## src/rtl/dtack_generator.sv

```systemverilog
// DTACK generator: decodes selected 68000 bus cycles, requests execution from the
// step gate, inserts wait states, then acknowledges. Optional watchdog: DTACK_GENERATOR_BUS_TIMEOUT_EN.
module dtack_generator #(
  parameter int WAIT_STATES  = 2,
  parameter int TIMEOUT_BITS = 10
) (
  input  logic       MCLK_IN,
  input  logic       RESET_IN,
  input  logic       AS_N_IN,
  input  logic       UDS_N_IN,
  input  logic       LDS_N_IN,
  input  logic       RW_IN,
  input  logic       SEL_IN,
  input  logic       STEPEN_IN,
  input  logic       ENABLE_EXECUTE_IN,
  output logic       ENABLE_OUT,
  output logic       DTACK_N_OUT,
  output logic       BERR_N_OUT,
  output logic       WRITE_PULSE_OUT,
  output logic [2:0] STATE_OUT
);

  typedef enum logic [2:0] {
    ST_IDLE    = 3'd0,
    ST_REQ     = 3'd1,
    ST_WAIT    = 3'd2,
    ST_ACK     = 3'd3,
    ST_BERR    = 3'd4,
    ST_RECOVER = 3'd5
  } state_t;

  localparam logic [3:0] WAIT_LOAD = 4'(WAIT_STATES);

  logic [1:0] as_sync_r, uds_sync_r, lds_sync_r, rw_sync_r;
  logic       as_act_s, ds_act_s, rw_s;
  state_t     state_r, state_nx_s;
  logic [3:0] wait_cnt_r, wait_cnt_nx_s;
  logic       rw_lat_r, rw_lat_nx_s;
  logic       enable_r, dtack_n_r, write_pulse_r;
  logic       enable_nx_s, dtack_n_nx_s, write_pulse_nx_s;
  logic       timeout_s;

  // Two-flop synchronizers for the asynchronous bus strobes; idle level is high.
  always_ff @(posedge MCLK_IN or posedge RESET_IN) begin
    if (RESET_IN) begin
      as_sync_r  <= 2'b11;
      uds_sync_r <= 2'b11;
      lds_sync_r <= 2'b11;
      rw_sync_r  <= 2'b11;
    end else begin
      as_sync_r  <= {as_sync_r[0], AS_N_IN};
      uds_sync_r <= {uds_sync_r[0], UDS_N_IN};
      lds_sync_r <= {lds_sync_r[0], LDS_N_IN};
      rw_sync_r  <= {rw_sync_r[0], RW_IN};
    end
  end

  assign as_act_s = ~as_sync_r[1];
  assign ds_act_s = ~uds_sync_r[1] | ~lds_sync_r[1];
  assign rw_s     = rw_sync_r[1];

`ifdef DTACK_GENERATOR_BUS_TIMEOUT_EN
  // Hit one count early so BERR lands on the edge the counter would reach all-ones.
  localparam logic [TIMEOUT_BITS-1:0] WD_LAST = ~(TIMEOUT_BITS'(1));

  logic [TIMEOUT_BITS-1:0] wd_cnt_r;
  logic                    berr_n_r, berr_n_nx_s;

  // Watchdog: cleared on REQ entry and while stepping, counts cycles spent in REQ.
  always_ff @(posedge MCLK_IN or posedge RESET_IN) begin
    if (RESET_IN) begin
      wd_cnt_r <= '0;
    end else if (STEPEN_IN || (state_nx_s == ST_REQ && state_r != ST_REQ)) begin
      wd_cnt_r <= '0;
    end else if (state_r == ST_REQ) begin
      wd_cnt_r <= wd_cnt_r + TIMEOUT_BITS'(1);
    end else begin
      wd_cnt_r <= wd_cnt_r;
    end
  end

  assign timeout_s   = (wd_cnt_r == WD_LAST) && !STEPEN_IN;
  assign berr_n_nx_s = (state_nx_s != ST_BERR);

  // Bus-error output register.
  always_ff @(posedge MCLK_IN or posedge RESET_IN) begin
    if (RESET_IN) begin
      berr_n_r <= 1'b1;
    end else begin
      berr_n_r <= berr_n_nx_s;
    end
  end

  assign BERR_N_OUT = berr_n_r;
`else
  logic unused_s;
  assign unused_s   = STEPEN_IN ^ (TIMEOUT_BITS > 0);
  assign timeout_s  = 1'b0;
  assign BERR_N_OUT = 1'b1;
`endif

  // Next-state, wait counter and RW latch.
  always_comb begin
    state_nx_s    = state_r;
    wait_cnt_nx_s = wait_cnt_r;
    rw_lat_nx_s   = rw_lat_r;
    case (state_r)
      ST_IDLE: begin
        if (as_act_s) begin
          if (!SEL_IN) begin
            state_nx_s = ST_RECOVER;
          end else if (ds_act_s) begin
            state_nx_s  = ST_REQ;
            rw_lat_nx_s = rw_s;
          end else begin
            state_nx_s = ST_IDLE;
          end
        end else begin
          state_nx_s = ST_IDLE;
        end
      end
      ST_REQ: begin
        // Abort beats grant when both arrive together.
        if (!as_act_s) begin
          state_nx_s = ST_RECOVER;
        end else if (ENABLE_EXECUTE_IN) begin
          if (WAIT_LOAD == 4'd0) begin
            state_nx_s = ST_ACK;
          end else begin
            state_nx_s    = ST_WAIT;
            wait_cnt_nx_s = WAIT_LOAD;
          end
        end else if (timeout_s) begin
          state_nx_s = ST_BERR;
        end else begin
          state_nx_s = ST_REQ;
        end
      end
      ST_WAIT: begin
        if (!as_act_s) begin
          state_nx_s    = ST_RECOVER;
          wait_cnt_nx_s = 4'd0;
        end else if (wait_cnt_r <= 4'd1) begin
          state_nx_s    = ST_ACK;
          wait_cnt_nx_s = 4'd0;
        end else begin
          wait_cnt_nx_s = wait_cnt_r - 4'd1;
        end
      end
      ST_ACK, ST_BERR, ST_RECOVER: begin
        if (!as_act_s) begin
          state_nx_s = ST_IDLE;
        end else begin
          state_nx_s = state_r;
        end
      end
      default: begin
        state_nx_s    = ST_IDLE;
        wait_cnt_nx_s = 4'd0;
      end
    endcase
  end

  // Outputs are decoded from the next state so they change on the transition edge.
  always_comb begin
    enable_nx_s      = (state_nx_s == ST_REQ) || (state_nx_s == ST_WAIT) || (state_nx_s == ST_ACK);
    dtack_n_nx_s     = (state_nx_s != ST_ACK);
    write_pulse_nx_s = (state_nx_s == ST_ACK) && (state_r != ST_ACK) && !rw_lat_nx_s;
  end

  // State, counter and output registers.
  always_ff @(posedge MCLK_IN or posedge RESET_IN) begin
    if (RESET_IN) begin
      state_r       <= ST_IDLE;
      wait_cnt_r    <= 4'd0;
      rw_lat_r      <= 1'b1;
      enable_r      <= 1'b0;
      dtack_n_r     <= 1'b1;
      write_pulse_r <= 1'b0;
    end else begin
      state_r       <= state_nx_s;
      wait_cnt_r    <= wait_cnt_nx_s;
      rw_lat_r      <= rw_lat_nx_s;
      enable_r      <= enable_nx_s;
      dtack_n_r     <= dtack_n_nx_s;
      write_pulse_r <= write_pulse_nx_s;
    end
  end

  assign ENABLE_OUT      = enable_r;
  assign DTACK_N_OUT     = dtack_n_r;
  assign WRITE_PULSE_OUT = write_pulse_r;
  assign STATE_OUT       = state_r;

endmodule

```

## config.mk

```make
export PLATFORM = sky130hd
export DESIGN_NAME = dtack_generator
export DESIGN_NICKNAME = d
export VERILOG_FILES = /design/src/rtl/dtack_generator.sv
export SDC_FILE = /design/constraint.sdc
export NUM_CORES = 1
export LEC_CHECK = 0
export ABC_AREA = 1
export BUFFER_PORTS_ARGS = -buffer_cell sky130_fd_sc_hd__buf_4
export CAP_MARGIN = 25
export CORE_ASPECT_RATIO = 0.75
export CORE_MARGIN = 4
export CORE_UTILIZATION = 35
export DETAILED_ROUTE_END_ITERATION = 10
export GPL_TIMING_DRIVEN = 0
export SYNTH_ARGS = -nofsm -noshare
export SYNTH_HDL_FRONTEND = slang
export SYNTH_SLANG_ARGS = --single-unit
```

## constraint.sdc

```tcl
create_clock -name MCLK_IN -period 2.85 [get_ports MCLK_IN]
set_input_delay 0.57 -clock MCLK_IN [delete_from_list [all_inputs] [get_ports MCLK_IN]]
set_output_delay 0.57 -clock MCLK_IN [all_outputs]
set_load 0.005 [all_outputs]
```

==> results of run 1 <==
Yosys cell counts (2+ instances only):
| cell | instances | area, sq um |
|---|---|---|
| dfrtp_1 | 9 | 225 |
| ha_1 | 2 | 25.0 |
| inv_1 | 14 | 52.6 |
| dfstp_2 | 10 | 263 |
| a21oi_1 | 2 | 10.0 |
| nand2_1 | 27 | 101 |
| inv_2 | 3 | 11.3 |
| nand2_2 | 2 | 12.5 |
| nor2_1 | 6 | 22.5 |
| nand4_1 | 5 | 31.3 |
| o21ai_0 | 4 | 20.0 |
| nand3_1 | 7 | 35.0 |
metrics by stage:
step           utilization [%]  area, sq um  power (mW)  worst slack [ps]  hold WS (ps)
6_report                  45.3         1090       0.854              1270           363
4_1_cts                   45.3         1090       0.866              1260           350
3_3_place_gp              44.1         1060       0.710              1390           345
3_5_place_dp              44.1         1060       0.721              1390           348
2_1_floorplan                -          918       0.614              1550           345
5_1_grt                   45.3         1090       0.938              1220           335
registers in the layout, summed over array words and instances (netlist names):
| signal | cells |
|---|---|
| rw_sync_r | 2 |
| wait_cnt_r | 4 |
| rw_lat_r | 1 |
| ENABLE_OUT | 1 |
| lds_sync_r | 2 |
| STATE_OUT | 3 |
| DTACK_N_OUT | 1 |
| uds_sync_r | 2 |
| as_sync_r | 2 |
| WRITE_PULSE_OUT | 1 |
routing by layer:
| metal | part of all wire (%) | global-route usage, % |
|---|---|---|
| met1 | 47 | 12.6 |
| met2 | 44 | 18.3 |
| met3 | 9.0 | 5.15 |
| met4 | 0.81 | 3.03 |
| met5 | 0 | 0 |
power by group:
group	internal, mW	leakage (nW)	switching [mW]
registers	0.331	0.222	0.0450
clock network	0.0534	0.0139	0.0829
logic	0.136	0.323	0.206
total	0.521	0.559	0.334
layout make-up:
type                            instances  area share [%]
Clock buffer                            3            2.07
Timing Repair Buffer                   13            8.97
Buffer                                  3            2.18
Sequential cell                        19            44.8
Tap cell                               34            3.91
Multi-Input combinational cell         66            31.5
Clock inverter                          1           0.690
Inverter                               17            5.86
cell families (layout without fill, tap and decap cells):
group	Yosys count	in the layout
AND/OR/NAND/NOR	52	52
buffers and inverters	20	37
flip-flops	19	19
AO/OA/AOI/OAI	10	10
adder cells (fa/ha/maj)	2	2
other	1	1
XOR/XNOR	1	1
path summary, 6_finish.rpt:
kind,from,to,slack [ps],cells after the start
max,STATE_OUT[2],STATE_OUT[2],1270,1
min,as_sync_r[0],as_sync_r[1],360,0
max reg2reg,wait_cnt_r[0],WRITE_PULSE_OUT,1360,10
min reg2reg,as_sync_r[0],as_sync_r[1],360,0
max in group asynchronous,RESET_IN,STATE_OUT[0],2050,2
min in group asynchronous,RESET_IN,wait_cnt_r[3],370,2
==> results.sh, run 1 <==
export IMPL_synth_ff_type="dfstp_2"
export IMPL_gp_congestion=0.779
export IMPL_layout_commonest_cell="nand2_1"
export IMPL_hold_path_class="flop to flop"
export IMPL_drt_total_wl_um=1600
export IMPL_timing_max_cap_violations=0
export IMPL_cp_end_kind="primary output"
export IMPL_yosysWarningCount=0
export IMPL_grt_antenna_before_repair=0
export IMPL_yosys_area_share_simple_pct=26.4
export IMPL_synth_xor_area_share_pct=0.954
export IMPL_final_cell_mix="nand2_1 (27), inv_1 (14), buf_4 (14)"
export IMPL_cts_buffers=3
export IMPL_fillers=252
export IMPL_cts_repair_resized=0
export IMPL_postCtsSetupBuffers=0
export IMPL_dieArea_sq_um=3520
export IMPL_slew_violations=0
export IMPL_drt_iter0_drc=15
export IMPL_cp_required_ps=2280
export IMPL_routedWlPerCell_um=10.3
export IMPL_netlist_area_sq_um=918
export IMPL_slowest_stage="dfrtp_1"
export IMPL_synthMuxAreaShare_pct=0
export IMPL_rsz0062_at_grt="false"
export IMPL_ys_ff_latch=19
export IMPL_multi_input_area_sq_um=343
export IMPL_clockRootBuffer="clkbuf_4"
export IMPL_dpl_hpwl_um=1200
export IMPL_grt_pass1_wl_um=2840
export IMPL_fin_nets=134
export IMPL_tns_ps=0
export IMPL_via_count=689
export IMPL_max_stage_delay_ps=540
export IMPL_leakagePower_nw=0.559
export IMPL_clock_fmax_ghz=0.634
export IMPL_timing_slew_headroom_pct=54.5
export IMPL_drive_gt1_share_pct=33.6
export IMPL_regArea_sq_um=488
export IMPL_clk_insertion_delay_late_ps=300
export IMPL_grt_max_degree=20
export IMPL_yosysSeqAreaShare_pct=53.1
export IMPL_synthAdderAreaFrac_pct=2.72
export IMPL_finalHoldViolCount=0
export IMPL_core_area_sq_um=2400
export IMPL_dp_cells=152
export IMPL_cts_hold_buffers=0
export IMPL_synth_fp_nets=116
export IMPL_status="complete, no violations"
export IMPL_irDropWorstVdd_v=0.000263
export IMPL_path_buf_inv=1
export IMPL_grt_overflow_total=0
export IMPL_first_pass_iters=4
export IMPL_async_flop_share_pct=100
export IMPL_cp_data_arrival_time_ps=1010
export IMPL_startpoint_type="flop"
export IMPL_setup_violations=0
export IMPL_grt_pass1_vias=695
export IMPL_gr_usage_all_layers_pct=11.0
export IMPL_cpLargestDelayFamily="flip-flops"
export IMPL_stdcell_count=156
export IMPL_io_buffers=13
export IMPL_area_growth_pct=18.5
export IMPL_finalCriticalPeriod_ps=1580
export IMPL_synth_compound_area_share_pct=6.81
export IMPL_synthCells=105
export IMPL_cts_max_level=1
export IMPL_clockBufferDepth=2
export IMPL_antenna_left=0
export IMPL_cts_sinks=19
export IMPL_syn_avg_cell_area_sq_um=8.75
export IMPL_ys_types=26
export IMPL_start_util_pct=38.2
export IMPL_diodes=0
export IMPL_cts_tree="done"
export IMPL_path_class="flop to primary output"
export IMPL_vias_per_cell=4.42
export IMPL_crit_chain="buf_4"
export IMPL_die_y_um=52.4
export IMPL_worst_pin_slew_ps=681
export IMPL_pin_count=16
export IMPL_die_x_um=67.2
export IMPL_synth_top_family_by_area="simple AND/OR/NAND/NOR gates"
export IMPL_synth_edf_count=0
export IMPL_p_per_area_nw_per_um2=785
export IMPL_critPathMaxFanout=7
export IMPL_finClkSkew_ps=3.38
export IMPL_post_route_drc_count=0
export IMPL_period_share_pct=55.4
export IMPL_clk_pin_slew_ps=110
export IMPL_fp_row_count=15
Note: power is estimated with default switching activity, not from simulation.
==> run 2: changes to the inputs <==
- ABC_AREA: 1 -> 0
- clock period: 2.85 -> 1.4 ns (I/O delays scaled with it)
==> results.sh, run 2 <==
export IMPL_syn_avg_cell_area_sq_um=11.8
export IMPL_clockBufferDepth=2
export IMPL_fillers=200
export IMPL_cts_sinks=19
export IMPL_status="finished, violations left"
export IMPL_diodes=0
export IMPL_grt_pass1_wl_um=2830
export IMPL_synth_edf_count=0
export IMPL_area_growth_pct=41.1
export IMPL_synthCells=72
export IMPL_clockRootBuffer="clkbuf_4"
export IMPL_async_flop_share_pct=100
export IMPL_total_power_mw=2.28
export IMPL_synth_fp_nets=83
export IMPL_regMostFlops="wait_cnt_r"
export IMPL_yosysWarningCount=0
export IMPL_irDropWorstVdd_v=0.000746
export IMPL_path_class="flop to flop"
export IMPL_yosysTopAreaCell="dfstp_2"
export IMPL_p_per_area_nw_per_um2=1900
export IMPL_grt_pass1_vias=639
export IMPL_worst_pin_slew_ps=692
export IMPL_cp_required_ps=1590
export IMPL_setup_violations=8
export IMPL_dpl_hpwl_um=1080
export IMPL_fp_row_count=15
export IMPL_synth_ff_type="dfstp_2"
export IMPL_pin_count=16
export IMPL_core_area_sq_um=2310
export IMPL_gp_congestion=0.751
export IMPL_top_usage_layer="met2"
export IMPL_clk_pin_slew_ps=110
export IMPL_vias_per_cell=4.60
export IMPL_grt_use_met2_pct=19.2
export IMPL_finalHoldViolCount=0
export IMPL_netlist_area_sq_um=847
export IMPL_timing_max_cap_violations=0
export IMPL_violations="negative setup slack"
export IMPL_grt_max_degree=20
export IMPL_cp_end_kind="flop"
export IMPL_routedWlPerCell_um=13.0
export IMPL_first_pass_iters=4
export IMPL_io_buffers=13
export IMPL_hold_slack_ps=78.5
export IMPL_fin_nets=112
export IMPL_cts_max_level=1
export IMPL_critPathMaxFanout=3
export IMPL_largest_reg_flops=4
export IMPL_drt_total_wl_um=1750
export IMPL_grt_antenna_before_repair=0
export IMPL_drt_iter0_drc=16
export IMPL_gr_usage_all_layers_pct=11.6
export IMPL_hold_path_class="primary input to async pin"
export IMPL_grt_util_met3_pct=4.92
export IMPL_dieArea_sq_um=3280
export IMPL_netlist_area_leader_share_pct=31.0
export IMPL_layout_commonest_cell="buf_4"
export IMPL_post_route_drc_count=0
export IMPL_cts_buffers=3
export IMPL_max_stage_delay_ps=420
export IMPL_ys_ff_latch=19
export IMPL_grt_util_met1_pct=13.5
export IMPL_crit_chain="buf_6 -> ha_4 -> nor2_4 -> o31a_1 -> o211a_4 -> a2111oi_4"
export IMPL_leakagePower_nw=0.517
export IMPL_via_count=616
export IMPL_timing_slew_headroom_pct=53.8
export IMPL_drive_gt1_share_pct=61.0
export IMPL_startpoint_type="flop"
export IMPL_ys_top_cells_by_area="dfstp_2 (31%), dfrtp_1 (27%), a2111oi_4 (3.2%)"
export IMPL_yosysMostFrequentCell="dfstp_2"
export IMPL_rsz0062_at_grt="true"
export IMPL_synth_commonest_cells="dfstp_2 (10), dfrtp_1 (9), inv_1 (7)"
export IMPL_ys_types=33
export IMPL_finalCriticalPeriod_ps=1600
export IMPL_finalWorstSetupSlack_ps=-203
export IMPL_cts_tree="done"
export IMPL_antenna_left=0
export IMPL_final_cell_mix="buf_4 (24), dfstp_2 (10), dfrtp_1 (7)"
export IMPL_finClkSkew_ps=12.5
export IMPL_clk_insertion_delay_late_ps=300
export IMPL_yosysSeqAreaShare_pct=57.6
export IMPL_grt_overflow_total=0
export IMPL_slowest_stage="dfrtp_1"
export IMPL_die_y_um=50.6
export IMPL_clock_fmax_ghz=0.624
export IMPL_start_util_pct=36.7
export IMPL_period_share_pct=114
export IMPL_slew_violations=0
export IMPL_cp_data_arrival_time_ps=1790
export IMPL_die_x_um=64.8
## run 2: area by class of cell
cell class                 instances  area (sq um)  share of cell area, %
timing repair buffer              25           195                   16.3
buffer                             2          18.8                   1.57
multi-input combinational         42           392                   32.8
tap                               34          42.5                   3.56
inverter                           8          30.0                   2.51
sequential                        19           490                   41.0
clock buffer                       4          26.3                   2.20
## run 2: final timing paths
path                                from               to  slack [ps]  cells past startpoint
min in group MCLK_IN               RW_IN     rw_sync_r[0]          90                      1
setup reg to reg           wait_cnt_r[0]  WRITE_PULSE_OUT        -200                      6
hold reg to reg             as_sync_r[0]     as_sync_r[1]         360                      0
max in group asynchronous       RESET_IN     STATE_OUT[2]         850                      2
hold / removal                  RESET_IN     STATE_OUT[0]          80                      2
setup / recovery           wait_cnt_r[0]  WRITE_PULSE_OUT        -200                      6
## run 2: repair_timing
item	in CTS	in global routing
hold buffers	0	0
pin swaps	5	3
setup buffers	7	5
cloned	0	0
gates resized for setup	5	14
setup endpoints to repair	8	9
## run 2: critical path: cells and delay by family, from the launching register on
family / cells / cell delay [ps]
DFF: 1 / 420
and+or+nand+nor: 1 / 40
AOI/OAI and AO/OA: 3 / 780
buffers and inverters: 1 / 120
adders and majority gates: 1 / 130
## run 2: logic make-up after synthesis
group	after synthesis	share of synthesized area (%)
flops	19	57.6
simple gates	20	12.1
fa+ha+maj	2	2.95
xor+xnor	2	2.07
buf+inv	11	6.65
mux	2	2.95
other cells	1	0.443
compound gates	15	15.2
## run 2: power breakdown
| group | leakage, nW | switching (mW) | internal [mW] |
|---|---|---|---|
| Combinational | 0.283 | 0.528 | 0.618 |
| Sequential | 0.219 | 0.141 | 0.711 |
| Clock | 0.0150 | 0.167 | 0.111 |
| Total | 0.517 | 0.836 | 1.44 |
## run 2: layer usage
metal	routed length (um)	vias up
li1	-	299
met4	13	0
met2	849	13
met3	95	2
met1	787	302
met5	0	-
## run 2: through the flow
stage | area [sq um] | std cells | setup slack, ps | TNS, ps | utilization [%]
after global placement | 1010 | 119 | -216 | -1060 | 43.8
after floorplan | 872 | 72 | -167 | -519 | -
after global routing | 1190 | 134 | -231 | -1220 | 51.8
final | 1190 | 134 | -203 | -685 | 51.8
after CTS | 1120 | 130 | -198 | -968 | 48.3
after detailed placement | 1010 | 119 | -249 | -1340 | 43.8
==> run 3: changes to the inputs <==
- REMOVE_ABC_BUFFERS: not set -> 1
==> results.sh, run 3 (same netlist as run 2, synthesis figures left out) <==
export IMPL_cp_end_kind="flop"
export IMPL_setup_violations=9
export IMPL_die_x_um=64.8
export IMPL_drt_iter0_drc=4
export IMPL_critPathMaxFanout=4
export IMPL_cp_data_arrival_time_ps=1850
export IMPL_via_count=626
export IMPL_timing_slew_headroom_pct=53.7
export IMPL_largest_reg_flops=4
export IMPL_regArea_sq_um=492
export IMPL_dpl_hpwl_um=1050
export IMPL_finalWorstSetupSlack_ps=-244
export IMPL_cp_required_ps=1610
export IMPL_finalHoldViolCount=0
export IMPL_dieArea_sq_um=3280
export IMPL_fp_row_count=15
export IMPL_regMostFlops="wait_cnt_r"
export IMPL_first_pass_iters=4
export IMPL_hold_path_class="primary input to async pin"
export IMPL_status="finished, violations left"
export IMPL_startpoint_type="flop"
export IMPL_final_core_util_pct=50.2
export IMPL_core_area_sq_um=2310
export IMPL_period_share_pct=117
export IMPL_tns_ps=-997
export IMPL_leakagePower_nw=0.511
export IMPL_grt_max_degree=20
export IMPL_gp_congestion=0.825
export IMPL_grt_overflow_total=0
export IMPL_cts_tree="done"
export IMPL_layout_commonest_cell="buf_4"
export IMPL_pin_count=16
export IMPL_final_cell_mix="buf_4 (26), dfstp_2 (10), dfrtp_1 (6), inv_1 (6), nand2_1 (6)"
export IMPL_cts_hold_buffers=0
export IMPL_slew_violations=0
export IMPL_grt_antenna_before_repair=0
export IMPL_antenna_left=0
export IMPL_rsz0062_at_grt="true"
export IMPL_grt_pass1_wl_um=2970
export IMPL_grt_pass1_vias=658
export IMPL_diodes=0
export IMPL_die_y_um=50.6
export IMPL_finalCriticalPeriod_ps=1640
export IMPL_io_buffers=13
export IMPL_timing_max_cap_violations=0
export IMPL_post_route_drc_count=0
export IMPL_p_per_area_nw_per_um2=1900
export IMPL_clockRootBuffer="clkbuf_4"
export IMPL_drive_gt1_share_pct=56.0
export IMPL_clk_insertion_delay_late_ps=310
export IMPL_irDropWorstVdd_v=0.000817
export IMPL_area_growth_pct=36.8
export IMPL_gr_usage_all_layers_pct=12.0
export IMPL_fillers=207
export IMPL_cts_buffers=3
export IMPL_worst_pin_slew_ps=693
export IMPL_path_class="flop to flop"
export IMPL_routedWlPerCell_um=13.2
export IMPL_violations="negative setup slack"
export IMPL_drt_total_wl_um=1770
export IMPL_cts_sinks=19
export IMPL_vias_per_cell=4.67
export IMPL_clockBufferDepth=2
export IMPL_finClkSkew_ps=0.767
export IMPL_rrSetupSlack_ps=-240
export IMPL_clk_pin_slew_ps=110
export IMPL_clock_fmax_ghz=0.608
export IMPL_start_util_pct=36.7
export IMPL_fin_nets=112
export IMPL_multi_input_area_sq_um=358
export IMPL_cts_max_level=1
[run 3: cell count changes in the layout (fill, tap and decap cells not counted), sizes merged]
cell | previous run | this run
clkinvlp | 0 | 1
clkbuf | 4 | 3
[run 3: repair_timing]
action / CTS / global route
hold endpoints to repair: 0 / 0
gates resized for setup: 11 / 3
pin swaps: 4 / 4
setup buffers: 9 / 5
endpoints found under the setup margin: 9 / 9
[run 3: final timing paths]
check,from,to,cells past startpoint
min,RESET_IN,wait_cnt_r[0],2
max reg2reg,STATE_OUT[2],WRITE_PULSE_OUT,4
min reg2reg,rw_sync_r[0],rw_sync_r[1],0
max,STATE_OUT[2],WRITE_PULSE_OUT,4
min in group MCLK_IN,LDS_N_IN,lds_sync_r[0],1
max in group asynchronous,RESET_IN,STATE_OUT[1],2
[run 3: power breakdown]
| part | leakage [nW] | switching [mW] | internal, mW |
|---|---|---|---|
| clock network | 0.0139 | 0.182 | 0.109 |
| logic | 0.279 | 0.485 | 0.574 |
| registers | 0.218 | 0.138 | 0.713 |
[run 3: through the flow]
| step | cell area [sq um] | hold WS (ps) | std cells | setup slack (ps) | power (mW) |
|---|---|---|---|---|---|
| global placement | 961 | 346 | 116 | -289 | 1.48 |
| CTS | 1110 | 54.9 | 129 | -208 | 2.07 |
| floorplan | 821 | 224 | 69 | -192 | 1.29 |
| global route | 1160 | 34.5 | 134 | -323 | 2.37 |
| detailed placement | 961 | 347 | 116 | -292 | 1.49 |
| finish | 1160 | 67.5 | 134 | -244 | 2.20 |
[run 3: cell type report]
class                      instances  share of cell area [%]
sequential                        19                    42.4
tap                               34                    3.67
clock inverter                     1                   0.648
multi-input combinational         42                    30.9
timing repair buffer              27                    17.8
clock buffer                       3                    1.94
inverter                           8                    2.59
[run 3: per-layer routing]
metal	share of wire, %	track usage [%]
met1	43	13.3
met2	52	21.2
met3	3.6	3.36
met4	1.8	5.26
met5	0	0
[run 3: critical path, stage by stage (launching register included)]
cell and delay, ps:
dfrtp_2 460, nor4_4 280, nand3_1 150, mux2_4 340
a2111oi_4 320
